[src/rtl/chaos_sbox_gen_if.sv]
// Control, seed and table-read bundle of the chaotic S-box generator.
interface chaos_sbox_gen_if #(
  parameter int unsigned SBOX_W = 8,
  parameter int unsigned FRAC_W = 16
);
  logic              start;
  logic [FRAC_W-1:0] seed;
  logic [SBOX_W-1:0] rd_addr;
  logic              inv_sel;
  logic [SBOX_W-1:0] rd_data;
  logic              busy;
  logic              done_sbox;

  modport master (
    output start, seed, rd_addr, inv_sel,
    input  rd_data, busy, done_sbox
  );

  modport slave (
    input  start, seed, rd_addr, inv_sel,
    output rd_data, busy, done_sbox
  );
endinterface

[src/rtl/chaos_sbox_gen.sv]
// Chaotic S-box generator: fixed-point logistic map feeding a linear-probe
// bijection builder that fills a forward table and its inverse.
module chaos_sbox_gen #(
  parameter int unsigned SBOX_W  = 8,
  parameter int unsigned FRAC_W  = 16,
  parameter int unsigned DISCARD = 64
) (
  input  logic            clk,
  input  logic            rst,
  chaos_sbox_gen_if.slave bus
);
  localparam int unsigned DEPTH  = 1 << SBOX_W;
  localparam int unsigned IDX_W  = SBOX_W + 1;
  localparam int unsigned DISC_W = $clog2(DISCARD + 1);
  localparam int unsigned COMP_W = FRAC_W + 1;
  localparam int unsigned PROD_W = 2 * FRAC_W + 1;

  typedef enum logic [2:0] {IDLE, WARM, ITER, CHECK, DONE} state_t;

  state_t            state;
  logic [FRAC_W-1:0] x;
  logic [FRAC_W-1:0] seed_r;
  logic [SBOX_W-1:0] cand;
  logic [IDX_W-1:0]  idx;
  logic [DISC_W-1:0] disc_cnt;
  logic [DEPTH-1:0]  used;
  logic              busy;
  logic              done_sbox;
  logic [SBOX_W-1:0] rd_data;

  logic [SBOX_W-1:0] sbox_mem [DEPTH];
  logic [SBOX_W-1:0] inv_mem  [DEPTH];

  logic [COMP_W-1:0] comp_c;
  logic [PROD_W-1:0] prod_c;
  logic [PROD_W-1:0] shift_c;
  logic [FRAC_W-1:0] x_next_c;
  logic [FRAC_W-1:0] seed_g_c;
  logic [SBOX_W-1:0] cand_top_c;
  logic              wr_c;

  // Logistic map step: x*(1-x)*4 in Q0.FRAC_W, saturated, zero re-seeded.
  always_comb begin
    comp_c     = {1'b1, {FRAC_W{1'b0}}} - {1'b0, x};
    prod_c     = PROD_W'(x) * PROD_W'(comp_c);
    shift_c    = prod_c >> (FRAC_W - 2);
    x_next_c   = shift_c[FRAC_W-1:0];
    if (|shift_c[PROD_W-1:FRAC_W]) begin
      x_next_c = '1;
    end
    if (x_next_c == '0) begin
      x_next_c = seed_r;
    end
    cand_top_c = x_next_c[FRAC_W-1 -: SBOX_W];
    seed_g_c   = (bus.seed == '0) ? FRAC_W'(1) : bus.seed;
    wr_c       = (state == CHECK) && !used[cand];
  end

  // Generation FSM.
  always_ff @(posedge clk) begin
    if (rst) begin
      state     <= IDLE;
      x         <= '0;
      seed_r    <= '0;
      cand      <= '0;
      idx       <= '0;
      disc_cnt  <= '0;
      used      <= '0;
      busy      <= 1'b0;
      done_sbox <= 1'b0;
    end else begin
      case (state)
        IDLE: begin
          if (bus.start) begin
            x         <= seed_g_c;
            seed_r    <= seed_g_c;
            idx       <= '0;
            disc_cnt  <= '0;
            used      <= '0;
            busy      <= 1'b1;
            done_sbox <= 1'b0;
            state     <= WARM;
          end
        end
        WARM: begin
          x <= x_next_c;
          if (disc_cnt == DISC_W'(DISCARD - 1)) begin
            state <= ITER;
          end else begin
            disc_cnt <= disc_cnt + DISC_W'(1);
          end
        end
        ITER: begin
          x     <= x_next_c;
          cand  <= cand_top_c;
          state <= CHECK;
        end
        CHECK: begin
          if (!used[cand]) begin
            used[cand] <= 1'b1;
            idx        <= idx + IDX_W'(1);
            state      <= (idx == IDX_W'(DEPTH - 1)) ? DONE : ITER;
          end else begin
            // Linear probe to the next free symbol guarantees a bijection.
            cand <= cand + SBOX_W'(1);
          end
        end
        DONE: begin
          busy      <= 1'b0;
          done_sbox <= 1'b1;
          state     <= IDLE;
        end
        default: state <= IDLE;
      endcase
    end
  end

  // Table writes; contents survive reset by design.
  always_ff @(posedge clk) begin
    if (wr_c && !rst) begin
      sbox_mem[idx[SBOX_W-1:0]] <= cand;
      inv_mem[cand]             <= idx[SBOX_W-1:0];
    end
  end

  // Registered read port, active regardless of FSM state.
  always_ff @(posedge clk) begin
    if (rst) begin
      rd_data <= '0;
    end else begin
      rd_data <= bus.inv_sel ? inv_mem[bus.rd_addr] : sbox_mem[bus.rd_addr];
    end
  end

  assign bus.rd_data   = rd_data;
  assign bus.busy      = busy;
  assign bus.done_sbox = done_sbox;
endmodule

[src/flat_wrapper.sv]
// flat-port wrapper written by rule: the top's interface ports become plain ports
module chaos_sbox_gen_flat 
#(
  parameter int unsigned SBOX_W  = 8,
  parameter int unsigned FRAC_W  = 16,
  parameter int unsigned DISCARD = 64
)
  (clk, rst, bus_start, bus_seed, bus_rd_addr, bus_inv_sel, bus_rd_data, bus_busy, bus_done_sbox);
  chaos_sbox_gen_if #(.SBOX_W(SBOX_W), .FRAC_W(FRAC_W)) bus_i ();
  input  logic clk;
  input  logic rst;
  input wire logic [$bits(bus_i.start)-1:0] bus_start;
  input wire logic [$bits(bus_i.seed)-1:0] bus_seed;
  input wire logic [$bits(bus_i.rd_addr)-1:0] bus_rd_addr;
  input wire logic [$bits(bus_i.inv_sel)-1:0] bus_inv_sel;
  output wire logic [$bits(bus_i.rd_data)-1:0] bus_rd_data;
  output wire logic [$bits(bus_i.busy)-1:0] bus_busy;
  output wire logic [$bits(bus_i.done_sbox)-1:0] bus_done_sbox;
  assign bus_i.start = bus_start;
  assign bus_i.seed = bus_seed;
  assign bus_i.rd_addr = bus_rd_addr;
  assign bus_i.inv_sel = bus_inv_sel;
  assign bus_rd_data = bus_i.rd_data;
  assign bus_busy = bus_i.busy;
  assign bus_done_sbox = bus_i.done_sbox;
  chaos_sbox_gen #(.SBOX_W(SBOX_W), .FRAC_W(FRAC_W), .DISCARD(DISCARD)) u_core (.clk(clk), .rst(rst), .bus(bus_i));
endmodule
[config.mk]
export PLATFORM = sky130hd
export DESIGN_NAME = chaos_sbox_gen_flat
export DESIGN_NICKNAME = d
export VERILOG_FILES = /design/src/rtl/chaos_sbox_gen_if.sv /design/src/rtl/chaos_sbox_gen.sv /design/src/flat_wrapper.sv
export SDC_FILE = /design/constraint.sdc
export NUM_CORES = 2
export LEC_CHECK = 0
export CORE_MARGIN = 2
export CORE_UTILIZATION = 44
export CTS_CLUSTER_SIZE = 10
export DETAILED_ROUTE_END_ITERATION = 8
export PLACE_DENSITY = 0.68
export SYNTH_ARGS = -nofsm -noshare
export SYNTH_HDL_FRONTEND = slang
export SYNTH_SLANG_ARGS = --single-unit
export TNS_END_PERCENT = 1
[constraint.sdc]
create_clock -name clk -period 11.5 [get_ports clk]
set_input_delay 2.875 -clock clk [delete_from_list [all_inputs] [get_ports clk]]
set_output_delay 2.875 -clock clk [all_outputs]
set_load 0.02 [all_outputs]
==> Word level (Yosys, flattened, before mapping) <==
Memories as Yosys holds them, arrays and structs flattened.
Cells that the tools add are included.
{ "word_totals": {"register_bits": 325, "mem_bits_rw": 4096, "input_bits": 28, "output_inout_bits": 10, "elab_cells": 85, "mem_count": 2} }
{ "memory_table": {"columns": ["name", "depth", "word_bits", "rd", "rd_clocked_by_memory_dff", "write_ports", "line_no", "rtl"], "rows": [
  ["u_core.inv_mem", 256, 8, 1, 0, 1, "chaos_sbox_gen.sv:32", "logic [SBOX_W-1:0] inv_mem [DEPTH];"],
  ["u_core.sbox_mem", 256, 8, 1, 0, 1, "chaos_sbox_gen.sv:31", "logic [SBOX_W-1:0] sbox_mem [DEPTH];"]
]} }
{ "classes": {"n_addsub": 4, "n_mul": 1, "n_lt_le_gt_ge": 2, "eq_ne": 11, "muxes": 32, "bitwise_logic": 1, "reduce_logical": 22} }
{ "op_table": {"columns": ["operator", "n"], "rows": [
  ["256-bit 2-to-1 mux", 2],
  ["256-bit case mux with 2 select lines", 1],
  ["256-bit OR", 1],
  ["16-bit 2-to-1 mux", 4],
  ["16-bit by 17-bit multiplier with 33-bit output", 1],
  ["16-bit logical NOT", 2],
  ["16-bit case mux with 2 select lines", 1],
  ["9-bit 2-to-1 mux", 2],
  ["9-bit case mux with 2 select lines", 1],
  ["17-bit by 16-bit subtractor with 17-bit output (first input constant)", 1],
  ["8-bit 2-to-1 mux", 2],
  ["8-bit case mux with 2 select lines", 1],
  ["7-bit 2-to-1 mux", 2],
  ["7-bit case mux with 2 select lines", 1],
  ["3-bit 2-to-1 mux", 4],
  ["3-bit case mux with 4 select lines", 1],
  ["2-bit nonzero test", 5],
  ["9-bit by 1-bit adder with 9-bit output (second input constant)", 1],
  ["9-bit by 8-bit == test with 1-bit output (second input constant)", 1],
  ["8-bit by 9-bit less-than comparator with 1-bit output (second input constant)", 1],
  ["3-bit AND reduction", 3],
  ["8-bit by 1-bit adder with 8-bit output (second input constant)", 1],
  ["1-bit binary-select mux with 8-bit select", 1],
  ["1-bit demux with 8-bit select", 1],
  ["16 further kinds", 32]
]} }

==> Longest topological paths before layout <==
{ "logic_depth": {"depth_word": 7, "mapped_depth": 34, "depth_no_buf": 30} }

==> Worst setup path before layout <==
OpenSTA, ideal clock, no wires.
{ "synth_path": {"kind": "reg-to-reg", "start": "reg u_core.x[1]", "end": "reg u_core.x[4]", "setup_time_ps": 86, "arrival_time_ps": 8046, "required_ps": 11414, "slack_ps": 3368, "stages_incl_launch_ff": 34, "path_buffers": 4, "period_less_slack_ps": 8132, "path_cell_list": "dfxtp_1 -> clkbuf_1 -> inv_1 -> ha_1 -> nand2_1 -> nor3_1 -> nand2b_1 -> nand2b_1 -> nor2_1 -> ha_1 -> clkbuf_1 -> nand2b_1 -> fa_1 -> fa_1 -> fa_1 -> inv_1 -> fa_1 -> fa_1 -> inv_1 -> fa_1 -> inv_1 -> ha_1 -> clkbuf_1 -> nand2_1 -> a2111oi_0 -> a221oi_1 -> xnor2_1 -> or3_1 -> nor4_1 -> o2111ai_1 -> nor2_2 -> buf_2 -> nand3_1 -> a211oi_1"} }
{ "synth_between": {"elab_chain_len": 7} }
{ "synth_rtl": {"columns": ["element", "line_no", "rtl"], "rows": [
  ["start, declared", "chaos_sbox_gen.sv:21", "logic [FRAC_W-1:0] x;"],
  ["start signal, assigned", "chaos_sbox_gen.sv:75", "x <= seed_g_c;"],
  ["start signal, assigned", "chaos_sbox_gen.sv:86", "x <= x_next_c;"],
  ["start signal, assigned", "chaos_sbox_gen.sv:94", "x <= x_next_c;"],
  ["17-bit by 16-bit subtractor with 17-bit output", "chaos_sbox_gen.sv:44", "comp_c = {1'b1, {FRAC_W{1'b0}}} - {1'b0, x};"],
  ["16-bit by 17-bit multiplier with 33-bit output (*)", "chaos_sbox_gen.sv:45", "prod_c = PROD_W'(x) * PROD_W'(comp_c);"],
  ["3-bit OR reduction", "chaos_sbox_gen.sv:48", "if (|shift_c[PROD_W-1:FRAC_W]) begin"],
  ["16-bit 2-to-1 mux (*)", "chaos_sbox_gen.sv:48", null],
  ["16-bit logical NOT", "chaos_sbox_gen.sv:51", "if (x_next_c == '0) begin"],
  ["16-bit 2-to-1 mux (*)", "chaos_sbox_gen.sv:51", null],
  ["16-bit case mux with 2 select lines (*)", "chaos_sbox_gen.sv:72", "case (state)"]
]} }
Mark *: on every way between the ends. The rest lies on a longest branch, timed or not.
A chain may end at the register's enable or synchronous reset.

==> Worst setup path after layout <==
{ "layout_path": {"start": "reg u_core.x[1]", "end": "reg u_core.x[0]"} }
The elaborated chain is that of the path after synthesis.

==> flow_metrics.tcl <==
set metrics [dict create \
    tns_ns 0 \
    synth_edf_count 4096 \
    grt_max_degree 233 \
    clkTransAtPathRegs_ns 0.06 \
    ioPinCount 38 \
    setup_violations 0 \
    crit_cells 29 \
    crit_fanout 18 \
    period_minus_slack_ns 9.94 \
    cts_tree "yes" \
    numPortBuffers 37 \
    worstSetupEndpointType "flop" \
    yosysWarnings 0 \
    worstSetupEndpoint "u_core.x[0]" \
    chipWidth_um 646 \
    critPathTopFamily "adder cells" \
    fmax_mhz 101 \
    syn_area_mm2 0.181 \
    gp_congestion 0.827 \
    post_cts_resized 0 \
    r2r-end "u_core.x[0]" \
    start_util_pct 44.2 \
    synth_ff_type "edfxtp_1" \
    path_class "reg2reg" \
    cts_hold_buffers 0 \
    hold_path_class "reg2reg" \
    worstPathArrival_ns 10.80 \
    start_kind "flop" \
    cp_slowest_stage_delay_ns 0.82 \
    slew_headroom_pct 9.88 \
    status "completed" \
    critPathBufInv 4 \
    cts.sinks 4421 \
    syn_avg_cell_area_um2 19.9 \
    htreeDepth 5 \
    cap_violations 0 \
    synth_top_area_cell "edfxtp_1" \
    worst_r2r_path_depth 29 \
    cts_inserted_buffers 485 \
    wl_per_cell_um 29.4 \
    cts_setup_buffers 0 \
    final_nets 9526 \
    synth_top_area_share_pct 67.9 \
    design.core.area_mm2 0.410 \
    reg2reg_from "u_core.x[1]" \
    yosysSeqAreaShare_pct 71.5 \
    synth_cell_type_count 79 \
    synth_area_leaders "edfxtp_1 68%, mux4_2 17%, dfxtp_1 3.6%" \
    syn_inst 9104 \
    required_ns 12.37 \
    dp_hpwl_mm 256 \
    dieHeight_um 646 \
    first_pass_iters 6 \
    hold_viol_final 0 \
    ant_nets 0 \
    max_slew.worst_pin.slew_ns 1.35 \
    grt_util_all_layers_pct 20.6 \
    grt_setup_unrepaired "false" \
    drv_slew 0 \
    rrSetupSlack_ns 1.56 \
    dieArea_mm2 0.417 \
    rows 235 \
    drtIter0Drc 11445 \
    crit_slowest_cell "dfxtp_1" \
    clock_path_buffers 4 \
    skew_ns 0.0652 \
    clk_latency_ns 1.00 \
    vias_per_cell 6.10 \
    period_share_pct 86.4 \
    grt_pass1_vias 91665 \
    cpMostUsedCell "fa_1" \
    via_count 89966 \
    async_flop_share_pct 0 \
    antenna_found_initial 29 \
    drive_above_1_share_pct 22.5 \
    syn2layout_area_growth_pct 10.6 \
    drcViolationCount 0 \
    ys_seq_elements 4421 \
    crit_start "u_core.x[1]" \
    routed_wl_mm 434 \
    gr-total-overflow 0 \
    grt_pass1_wl_mm 637 \
    root_buffer "clkbuf_16" \
]
==> per-stage QoR <==
step | utilization [%] | area [um2] | hold WS, ns | instances | setup WS [ns]
2_1_floorplan | - | 181000 | 0.432 | 9116 | 3.37
3_3_place_gp | 45.7 | 187000 | 0.441 | 14125 | 1.95
3_5_place_dp | 45.7 | 187000 | 0.452 | 14125 | 1.77
4_1_cts | 48.9 | 200000 | 0.463 | 14745 | 1.75
5_1_grt | 48.9 | 200000 | 0.478 | 14746 | 0.904
6_report | 48.9 | 200000 | 0.461 | 14754 | 1.56
==> kinds of logic (layout without fill, tap and decap cells) <==
kind of cell / Yosys count / count (layout) / synth area share, %
adders and majority gates: 337 / 337 / 3.19
other: 2 / 23 / 0.00415
xor gates and xnor gates: 23 / 23 / 0.111
AOI/OAI and AO/OA: 571 / 571 / 2.11
DFF: 4421 / 4421 / 71.5
and+or+nand+nor: 1438 / 1438 / 3.67
muxes: 1454 / 1454 / 17.5
buffers and inverters: 858 / 1036 / 1.93
==> placed cells by master (no fill, tap or decap), types with 12 or more instances in the layout <==
cell             count
a211oi_1            21
a21oi_1             67
a221oi_1            24
a22o_1              19
a22oi_1             30
a31oi_1            263
and2_1              48
and3_1              20
buf_12              24
buf_4              107
clkbuf_1            99
clkbuf_16          486
clkdlybuf4s50_1     30
conb_1              14
dfxtp_1            309
dfxtp_4             16
edfxtp_1          4096
fa_1               207
ha_1               130
inv_1              248
mux2i_1             80
mux4_2            1372
nand2_1            139
nand2b_1           120
nand3_1             32
nand3_4             13
nand4_1             13
nor2_1             851
nor2b_1            105
nor3_1              36
nor4_1              13
o21ai_0             26
o22ai_1             30
xnor2_1             12
==> sequential cells by signal, summed over array words and instances (netlist names) <==
signal,flops
u_core.disc_cnt,7
u_core.idx,9
u_core.x,16
u_core.seed_r,16
u_core.state,3
u_core.bus.rd_data,8
u_core.sbox_mem,2048
u_core.bus.busy,1
u_core.bus.done_sbox,1
u_core.inv_mem,2048
u_core.cand,8
u_core.used,256
==> worst min path at each step <==
stage                                 from          endpoint  slack, ns  cells after the start
after global routing      u_core.seed_r[8]  u_core.seed_r[8]       0.48                      2
after CTS                 u_core.seed_r[5]  u_core.seed_r[5]       0.46                      2
final                     u_core.seed_r[8]  u_core.seed_r[8]       0.46                      2
after global placement    u_core.used[147]  u_core.used[147]       0.44                      2
after floorplan           u_core.used[102]  u_core.used[102]       0.43                      2
after detailed placement  u_core.used[155]  u_core.used[155]       0.45                      2
==> Yosys cell counts, types with 6 or more instances <==
cell / count
a31oi_1: 263
o21ai_0: 26
buf_1: 120
a311oi_1: 9
a21oi_1: 67
edfxtp_1: 4096
a31o_2: 6
and3_1: 20
nand4_1: 13
nand3_1: 35
a21o_1: 9
o22ai_1: 30
a2111oi_0: 8
ha_1: 130
a221oi_1: 24
mux2i_1: 80
nand2_4: 6
a211oi_1: 22
buf_2: 89
nand2_1: 139
nor3_1: 36
nand2b_1: 121
o211ai_1: 11
a22o_1: 19
nand3_4: 13
xnor2_1: 12
mux4_2: 1372
dfxtp_1: 325
and2_1: 49
inv_1: 248
xor2_1: 11
nand2_2: 9
clkbuf_1: 377
buf_6: 17
nor2_1: 852
nor4_1: 14
a22oi_1: 30
fa_1: 207
nor2b_1: 105
==> layer usage <==
metal / vias up / track usage (%) / routed length, um
li1: 36743 / - / -
met1: 48104 / 29.6 / 176000
met2: 4394 / 32.7 / 207000
met3: 723 / 3.61 / 38400
met4: 2 / 5.82 / 12600
met5: - / 0 / 23
==> worst reg2reg max path, delay by kind of cell (launching register included) <==
| kind | cells | cell delay (ns) |
|---|---|---|
| compound gates | 6 | 1.84 |
| xor+xnor | 1 | 0.21 |
| fa+ha+maj | 9 | 4.17 |
| buf+inv | 4 | 0.47 |
| flops | 1 | 0.82 |
| simple gates | 9 | 2.32 |
==> area by class of cell <==
cell class,instances,area [um2]
flip-flops and latches,4421,130000
clock buffers,588,12600
inverters,249,935
fillers,32516,210000
clock inverters,32,504
well taps,5451,6820
diodes,9,22.5
repair buffers,167,1670
multi-input cells,3837,48300
Power is not shown: default switching activity piles up to over one toggle a cycle in this logic, so the estimate is an artifact.
